==> config.mk <==
export PLATFORM = sky130hd
export DESIGN_NAME = crossbar_arbiter
export DESIGN_NICKNAME = d
export VERILOG_FILES = /design/src/rtl/crossbar_arbiter_pkg.sv /design/src/rtl/crossbar_arbiter_rr_arbiter_4.sv /design/src/rtl/crossbar_arbiter.sv
export SDC_FILE = /design/constraint.sdc
export NUM_CORES = 1
export LEC_CHECK = 0
export BUFFER_PORTS_ARGS = -buffer_cell sky130_fd_sc_hd__buf_4
export CAP_MARGIN = 0
export CORE_ASPECT_RATIO = 0.6
export CORE_MARGIN = 4
export CORE_UTILIZATION = 55
export CTS_BUF_LIST = sky130_fd_sc_hd__clkbuf_4
export CTS_CLUSTER_DIAMETER = 80
export DETAILED_ROUTE_END_ITERATION = 6
export MAX_ROUTING_LAYER = met4
export PLACE_DENSITY = 0.79
export SLEW_MARGIN = 15
export SYNTH_ARGS = -nofsm -noshare
export SYNTH_HDL_FRONTEND = slang
export SYNTH_SLANG_ARGS = --single-unit
==> constraint.sdc <==
create_clock -name clk -period 2.6 [get_ports clk]
set_input_delay 0.78 -clock clk [delete_from_list [all_inputs] [get_ports clk]]
set_output_delay 0.78 -clock clk [all_outputs]
set_load 0.005 [all_outputs]
==> src/rtl/crossbar_arbiter_pkg.sv <==
// Shared types and constants for the 4x4 crossbar arbiter slice.
// Holds the CPU ownership state encoding and the helper that pulls one target field out of a flattened bus.
package crossbar_pkg;

    localparam int N_CPU = 4;
    localparam int N_MM  = 4;
    localparam int SEL_W = 2;

    typedef enum logic [1:0] {
        IDLE = 2'd0,
        WAIT = 2'd1,
        OWN  = 2'd2
    } cpu_state_t;

    // Returns the SEL_W-bit field belonging to CPU idx from a flattened per-CPU vector.
    function automatic logic [SEL_W-1:0] get_field(input logic [N_CPU*SEL_W-1:0] vec, input int idx);
        logic [N_CPU*SEL_W-1:0] w_shifted;
        w_shifted = vec >> (SEL_W * idx);
        return w_shifted[SEL_W-1:0];
    endfunction

endpackage

==> src/rtl/crossbar_arbiter_rr_arbiter_4.sv <==
// Four-way round-robin arbiter used once per memory module.
// A grant is issued only when enabled; the pointer then moves just past the winner.
import crossbar_pkg::*;

module rr_arbiter_4 (
    input  logic       clk,
    input  logic       rst_n,
    input  logic [3:0] i_req,
    input  logic       i_en,
    output logic [3:0] o_grant
);

    logic [1:0] r_ptr;
    logic [1:0] w_cand;
    logic [1:0] w_idx;
    logic       w_found;

    // Scan circularly starting at the pointer; the first requester found wins.
    always_comb begin
        o_grant = '0;
        w_cand  = r_ptr;
        w_idx   = r_ptr;
        w_found = 1'b0;
        for (int k = 0; k < 4; k++) begin
            w_cand = r_ptr + k[1:0];
            if (!w_found && i_req[w_cand]) begin
                w_found = 1'b1;
                w_idx   = w_cand;
            end
        end
        if (i_en && w_found) begin
            o_grant[w_idx] = 1'b1;
        end
    end

    always_ff @(posedge clk or negedge rst_n) begin
        if (!rst_n) begin
            r_ptr <= '0;
        end else if (i_en && w_found) begin
            r_ptr <= w_idx + 2'd1;
        end
    end

endmodule

==> src/rtl/crossbar_arbiter.sv <==
// Grants the four memory modules of a 4x4 crossbar to the four CPU ports, one owner per module.
// Optional feature: define HOLD_TIMEOUT_EN to revoke a grant after MAX_HOLD owned cycles.
import crossbar_pkg::*;

module crossbar_arbiter #(
    parameter int MAX_HOLD = 15,
    parameter int HOLD_W   = 4
) (
    input  logic       clk,
    input  logic       rst_n,
    input  logic [3:0] req,
    input  logic [7:0] req_mm,
    output logic [3:0] grant,
    output logic [7:0] select,
    output logic [3:0] mm_busy
);

    if (MAX_HOLD >= (1 << HOLD_W)) begin : g_bad_hold_w
        $error("crossbar_arbiter: HOLD_W too narrow for MAX_HOLD");
    end

    cpu_state_t                        r_state     [N_CPU];
    cpu_state_t                        w_stateNext [N_CPU];
    logic [N_CPU-1:0]                  r_grant;
    logic [N_CPU-1:0]                  w_grantNext;
    logic [N_CPU-1:0][SEL_W-1:0]       r_select;
    logic [N_CPU-1:0][SEL_W-1:0]       w_selNext;
    logic [N_MM-1:0]                   r_mmBusy;
    logic [N_MM-1:0]                   w_busyNext;
    logic [N_CPU-1:0][SEL_W-1:0]       w_tgt;
    logic [N_MM-1:0][N_CPU-1:0]        w_mmReq;
    logic [N_MM-1:0][N_CPU-1:0]        w_mmGrant;
    logic [N_CPU-1:0]                  w_cpuGrant;
    logic [N_CPU-1:0]                  w_expire;

    assign grant   = r_grant;
    assign select  = r_select;
    assign mm_busy = r_mmBusy;

    // Only waiting CPUs that still assert req compete, each on its current target.
    always_comb begin
        w_tgt   = '0;
        w_mmReq = '0;
        for (int i = 0; i < N_CPU; i++) begin
            w_tgt[i] = get_field(req_mm, i);
            if (r_state[i] == WAIT && req[i]) begin
                w_mmReq[w_tgt[i]][i] = 1'b1;
            end
        end
    end

    for (genvar m = 0; m < N_MM; m++) begin : g_arb
        rr_arbiter_4 u_arb (
            .clk     (clk),
            .rst_n   (rst_n),
            .i_req   (w_mmReq[m]),
            .i_en    (!r_mmBusy[m]),
            .o_grant (w_mmGrant[m])
        );
    end

    always_comb begin
        w_cpuGrant = '0;
        for (int m = 0; m < N_MM; m++) begin
            w_cpuGrant = w_cpuGrant | w_mmGrant[m];
        end
    end

`ifdef HOLD_TIMEOUT_EN
    logic [HOLD_W-1:0] r_hold [N_CPU];

    always_ff @(posedge clk or negedge rst_n) begin
        if (!rst_n) begin
            for (int i = 0; i < N_CPU; i++) begin
                r_hold[i] <= '0;
            end
        end else begin
            for (int i = 0; i < N_CPU; i++) begin
                if (r_state[i] != OWN) begin
                    r_hold[i] <= '0;
                end else begin
                    r_hold[i] <= r_hold[i] + 1'b1;
                end
            end
        end
    end

    // The counter reads MAX_HOLD-1 during the last permitted owned cycle.
    always_comb begin
        w_expire = '0;
        for (int i = 0; i < N_CPU; i++) begin
            w_expire[i] = (r_state[i] == OWN) && (r_hold[i] == HOLD_W'(MAX_HOLD - 1));
        end
    end
`else
    assign w_expire = '0;
`endif

    // Select is captured from the target only on the grant edge, then frozen until release.
    always_comb begin
        w_grantNext = '0;
        w_selNext   = '0;
        w_busyNext  = '0;
        for (int i = 0; i < N_CPU; i++) begin
            w_stateNext[i] = r_state[i];
            case (r_state[i])
                IDLE: begin
                    if (req[i]) w_stateNext[i] = WAIT;
                end
                WAIT: begin
                    if (!req[i])            w_stateNext[i] = IDLE;
                    else if (w_cpuGrant[i]) w_stateNext[i] = OWN;
                end
                OWN: begin
                    if (!req[i])          w_stateNext[i] = IDLE;
                    else if (w_expire[i]) w_stateNext[i] = WAIT;
                end
                default: w_stateNext[i] = IDLE;
            endcase

            w_grantNext[i] = (w_stateNext[i] == OWN);
            if (r_state[i] == WAIT && w_cpuGrant[i]) begin
                w_selNext[i] = w_tgt[i];
            end else if (w_grantNext[i]) begin
                w_selNext[i] = r_select[i];
            end
            if (w_grantNext[i]) begin
                w_busyNext[w_selNext[i]] = 1'b1;
            end
        end
    end

    always_ff @(posedge clk or negedge rst_n) begin
        if (!rst_n) begin
            for (int i = 0; i < N_CPU; i++) begin
                r_state[i] <= IDLE;
            end
            r_grant  <= '0;
            r_select <= '0;
            r_mmBusy <= '0;
        end else begin
            for (int i = 0; i < N_CPU; i++) begin
                r_state[i] <= w_stateNext[i];
            end
            r_grant  <= w_grantNext;
            r_select <= w_selNext;
            r_mmBusy <= w_busyNext;
        end
    end

endmodule

==> results.md <==
- Status: finished with violations
- Failing checks: design-rule violations, negative setup slack
- Sequential share of the synthesized area: 30.1%
- Crit path from: r_state[7]
- Number of H-tree levels: 2
- Critical path peak fanout: 4
- HPWL Detailed: 6440 um
- Initial Utilization: 57.7%
- TritonCTS clock tree: done
- Antenna viol nets, final: 0
- Net Count, Synth: 331
- Max clock buf depth: 2
- Die H: 61.9 um
- Reg-to-reg slack, setup: -0.93 ns
- Total Power: 3.64 mW
- Max-slew violations: 0
- Util after Layout: 93.0%
- Endpoints failing hold: 0
- Crit. End Element: flip-flop
- Fraction of layout cells with a size suffix above 1: 57.4%
- DR WL/cell: 27.7 um
- PD cells: 849 nW/um2
- Reg2Reg Depth: 15
- Worst skew pair latency: 0.40 ns
- Fin crit share: 136%
- Vias per cell: 7.33
- Launch point of the worst reg-to-reg path: r_state[7]
- Post-route DRC: 24
- RePlAce Congestion: 0.943
- Syn Inst Count: 301
- First-pass GRT wire length: 16600 um
- VDD IR max: 589 uV
- Final net count: 459
- DRT iter0 DRCs: 599
- Met2 global-route usage: 61.7%
- Startpoint types: flip-flop
- RSZ-0062 raised after global routing: yes
- M3 GR Usage: 11.1%
- Slew HR: 44.9%
- Die extent in x: 97.8 um
- Detailed-route via count: 3634
- Worst Setup EP: mm_busy[0]
- Non-Filler Instances: 496
- Crit path time final: 3.53 ns
- Clock skew: 0.0145 ns
- Ys Warns: 0
- Largest net degree at the start of global routing: 33
- Min Hold Slack: 0.317 ns
- Post-Place Cells: 458
- Final wirelength: 13700 um
- Number of flops mapped to enable cells by yosys: 0
- Worst slew pin tran: 0.825 ns
- Reg clk slew, reported paths: 0.13 ns
- Port-buffer cells: 29
- CTS Root Cell: clkbuf_4
- Met1 GRT Util: 42.6%
- Hold Path Class: input pin to asynchronous set/reset pin
- Growth of design area from synthesis to finish: 61.4%
- CORE AREA: 4610 um2
- Crit Path Class: flip-flop to flip-flop
- Final setup fails: 25
- I/O pin count: 30
- Primary FF master, synth: dfrtp_1
- Leakage power: 1.97 nW
- Worst r2r dst: mm_busy[0]
- Fmax: 0.284 GHz
- TritonCTS Buffers: 5
- Overall global routing resource usage: 37.2%
- Mapped Area: 2660 um2
- Post-Route Setup TNS: -12.24 ns
- Setup ws final: -0.925 ns
- Worst EP required: 2.82 ns
- WP data arrival: 3.74 ns
- Die ar.: 6050 um2
- Yosys reg bits: 32
- Initial antenna violation count: 2
- Max-cap violation count: 0
- Avg Synthesized Cell Area: 8.83 um2
- Post-synthesis async set-or-reset flop share: 100%
- Detailed-router iteration count before antenna repair: 7
- # rows: 19
- Hold bufs inserted after CTS: 0
- GRT busiest layer: met2
- Yosys cell types: 62
- Vias in the first global route: 3137
- Total clock sinks: 32
- Remaining global-route overflow: 0
-- metrics by stage --
stage / cell area, um2 / setup WS [ns]
after global routing: 4290 / -1.01
after CTS: 4020 / -0.378
final: 4290 / -0.925
after detailed placement: 3590 / -0.836
after floorplan: 2820 / -0.321
after global placement: 3590 / -0.772
-- worst min-delay path by stage --
| stage | start | endpoint | slack, ns | cells after the start |
|---|---|---|---|---|
| final | rst_n | r_state[5] | 0.32 | 1 |
| after global routing | rst_n | grant[1] | 0.28 | 1 |
| after CTS | rst_n | r_state[4] | 0.37 | 1 |
| after detailed placement | r_state[1] | r_state[0] | 0.49 | 1 |
| after global placement | r_state[1] | r_state[0] | 0.48 | 1 |
| after floorplan | r_state[1] | r_state[0] | 0.46 | 1 |
-- critical path: stages, from the launching register on --
cell      delay, ns
dfrtp_1        0.43
buf_6          0.13
nor4bb_4       0.37
nand2_2        0.17
a21oi_2        0.25
nor2_1         0.10
o221ai_2       0.25
inv_2          0.15
buf_6          0.16
ha_4           0.15
nor2b_4        0.12
o21ai_2        0.10
a41oi_2        0.20
and3_1         0.24
o21ai_1        0.26
nand4_1        0.24
-- layout by cell type, fill, tap and decap left out, types with 4 or more instances in the layout --
master / instances
nor2_4: 5
o21ai_0: 12
o22ai_4: 4
nand3_1: 8
nor2b_1: 10
inv_1: 14
o211ai_1: 4
o22ai_2: 6
nand2_1: 19
a21oi_1: 6
nor2b_2: 5
inv_2: 8
o21ai_2: 17
or2_4: 5
nand3b_1: 4
nand2_2: 7
nor2_1: 21
dfrtp_1: 32
nand2b_1: 4
a32o_1: 5
a21oi_2: 5
ha_1: 9
buf_6: 15
ha_4: 4
clkbuf_4: 6
buf_4: 109
o21a_1: 4
o21ai_1: 6
-- cell type report --
type	instances	area (um2)
clock inverters	2	11.3
inverters	23	88.8
flip-flops and latches	32	801
multi-input cells	241	2240
repair buffers	126	1020
clock buffers	6	45.0
well taps	63	78.8
diodes	3	7.51
fillers	149	322
-- cell usage after synthesis, types with 3 or more instances --
cell type	n	area share (%)
nand3b_1	4	1.1
ha_1	16	7.5
inv_1	21	3.0
o21ai_1	8	1.5
o22ai_1	4	0.94
nand3_1	9	1.7
nor2_1	29	4.1
o211ai_1	4	1.1
nand2b_1	6	1.4
o22ai_2	6	2.8
a32oi_1	3	0.99
o21a_1	4	1.1
a32o_1	5	1.9
and2_1	3	0.71
or2_2	6	1.4
o21ai_0	26	4.9
nor2b_1	18	4.2
a21oi_1	12	2.3
nand2_1	28	4.0
buf_2	3	0.56
dfrtp_1	32	30
-- registers in the layout, summed over array words and instances, names as in the netlist --
register and flops:
g_arb.u_arb.r_ptr 8, select 8, mm_busy 4, grant 4
r_state 8
-- routing by layer --
layer / vias up / part of all wire, % / routed length [um]
li1: 1366 / - / -
met4: 0 / 9.7 / 1340
met3: 179 / 13 / 1850
met1: 1653 / 35 / 4820
met5: - / 0 / 0
met2: 436 / 42 / 5730
-- cells by family (layout without fill, tap and decap cells) --
group                      Yosys count  in the layout  synth area share, %
and+or+nand+nor                    121            121                 26.7
AOI/OAI and AO/OA                  102            102                 30.4
DFF                                 32             32                 30.1
buffers and inverters               28            157                 4.38
adders and majority gates           16             16                 7.53
muxes                                2              2                0.847
other                                0              3                    0
-- power by group --
part	switching (mW)	internal, mW
registers	0.258	0.633
logic	1.25	1.17
clock network	0.222	0.113
-- repair_timing --
| item | 4_1_cts | 5_1_grt |
|---|---|---|
| pin swaps | 42 | 34 |
| setup buffers | 15 | 14 |
| gates cloned | 0 | 0 |
| endpoints found under the hold margin | 0 | 0 |
| resized for setup | 71 | 43 |
| endpoints found under the setup margin | 24 | 24 |
Power figures use the tool's default switching activity.
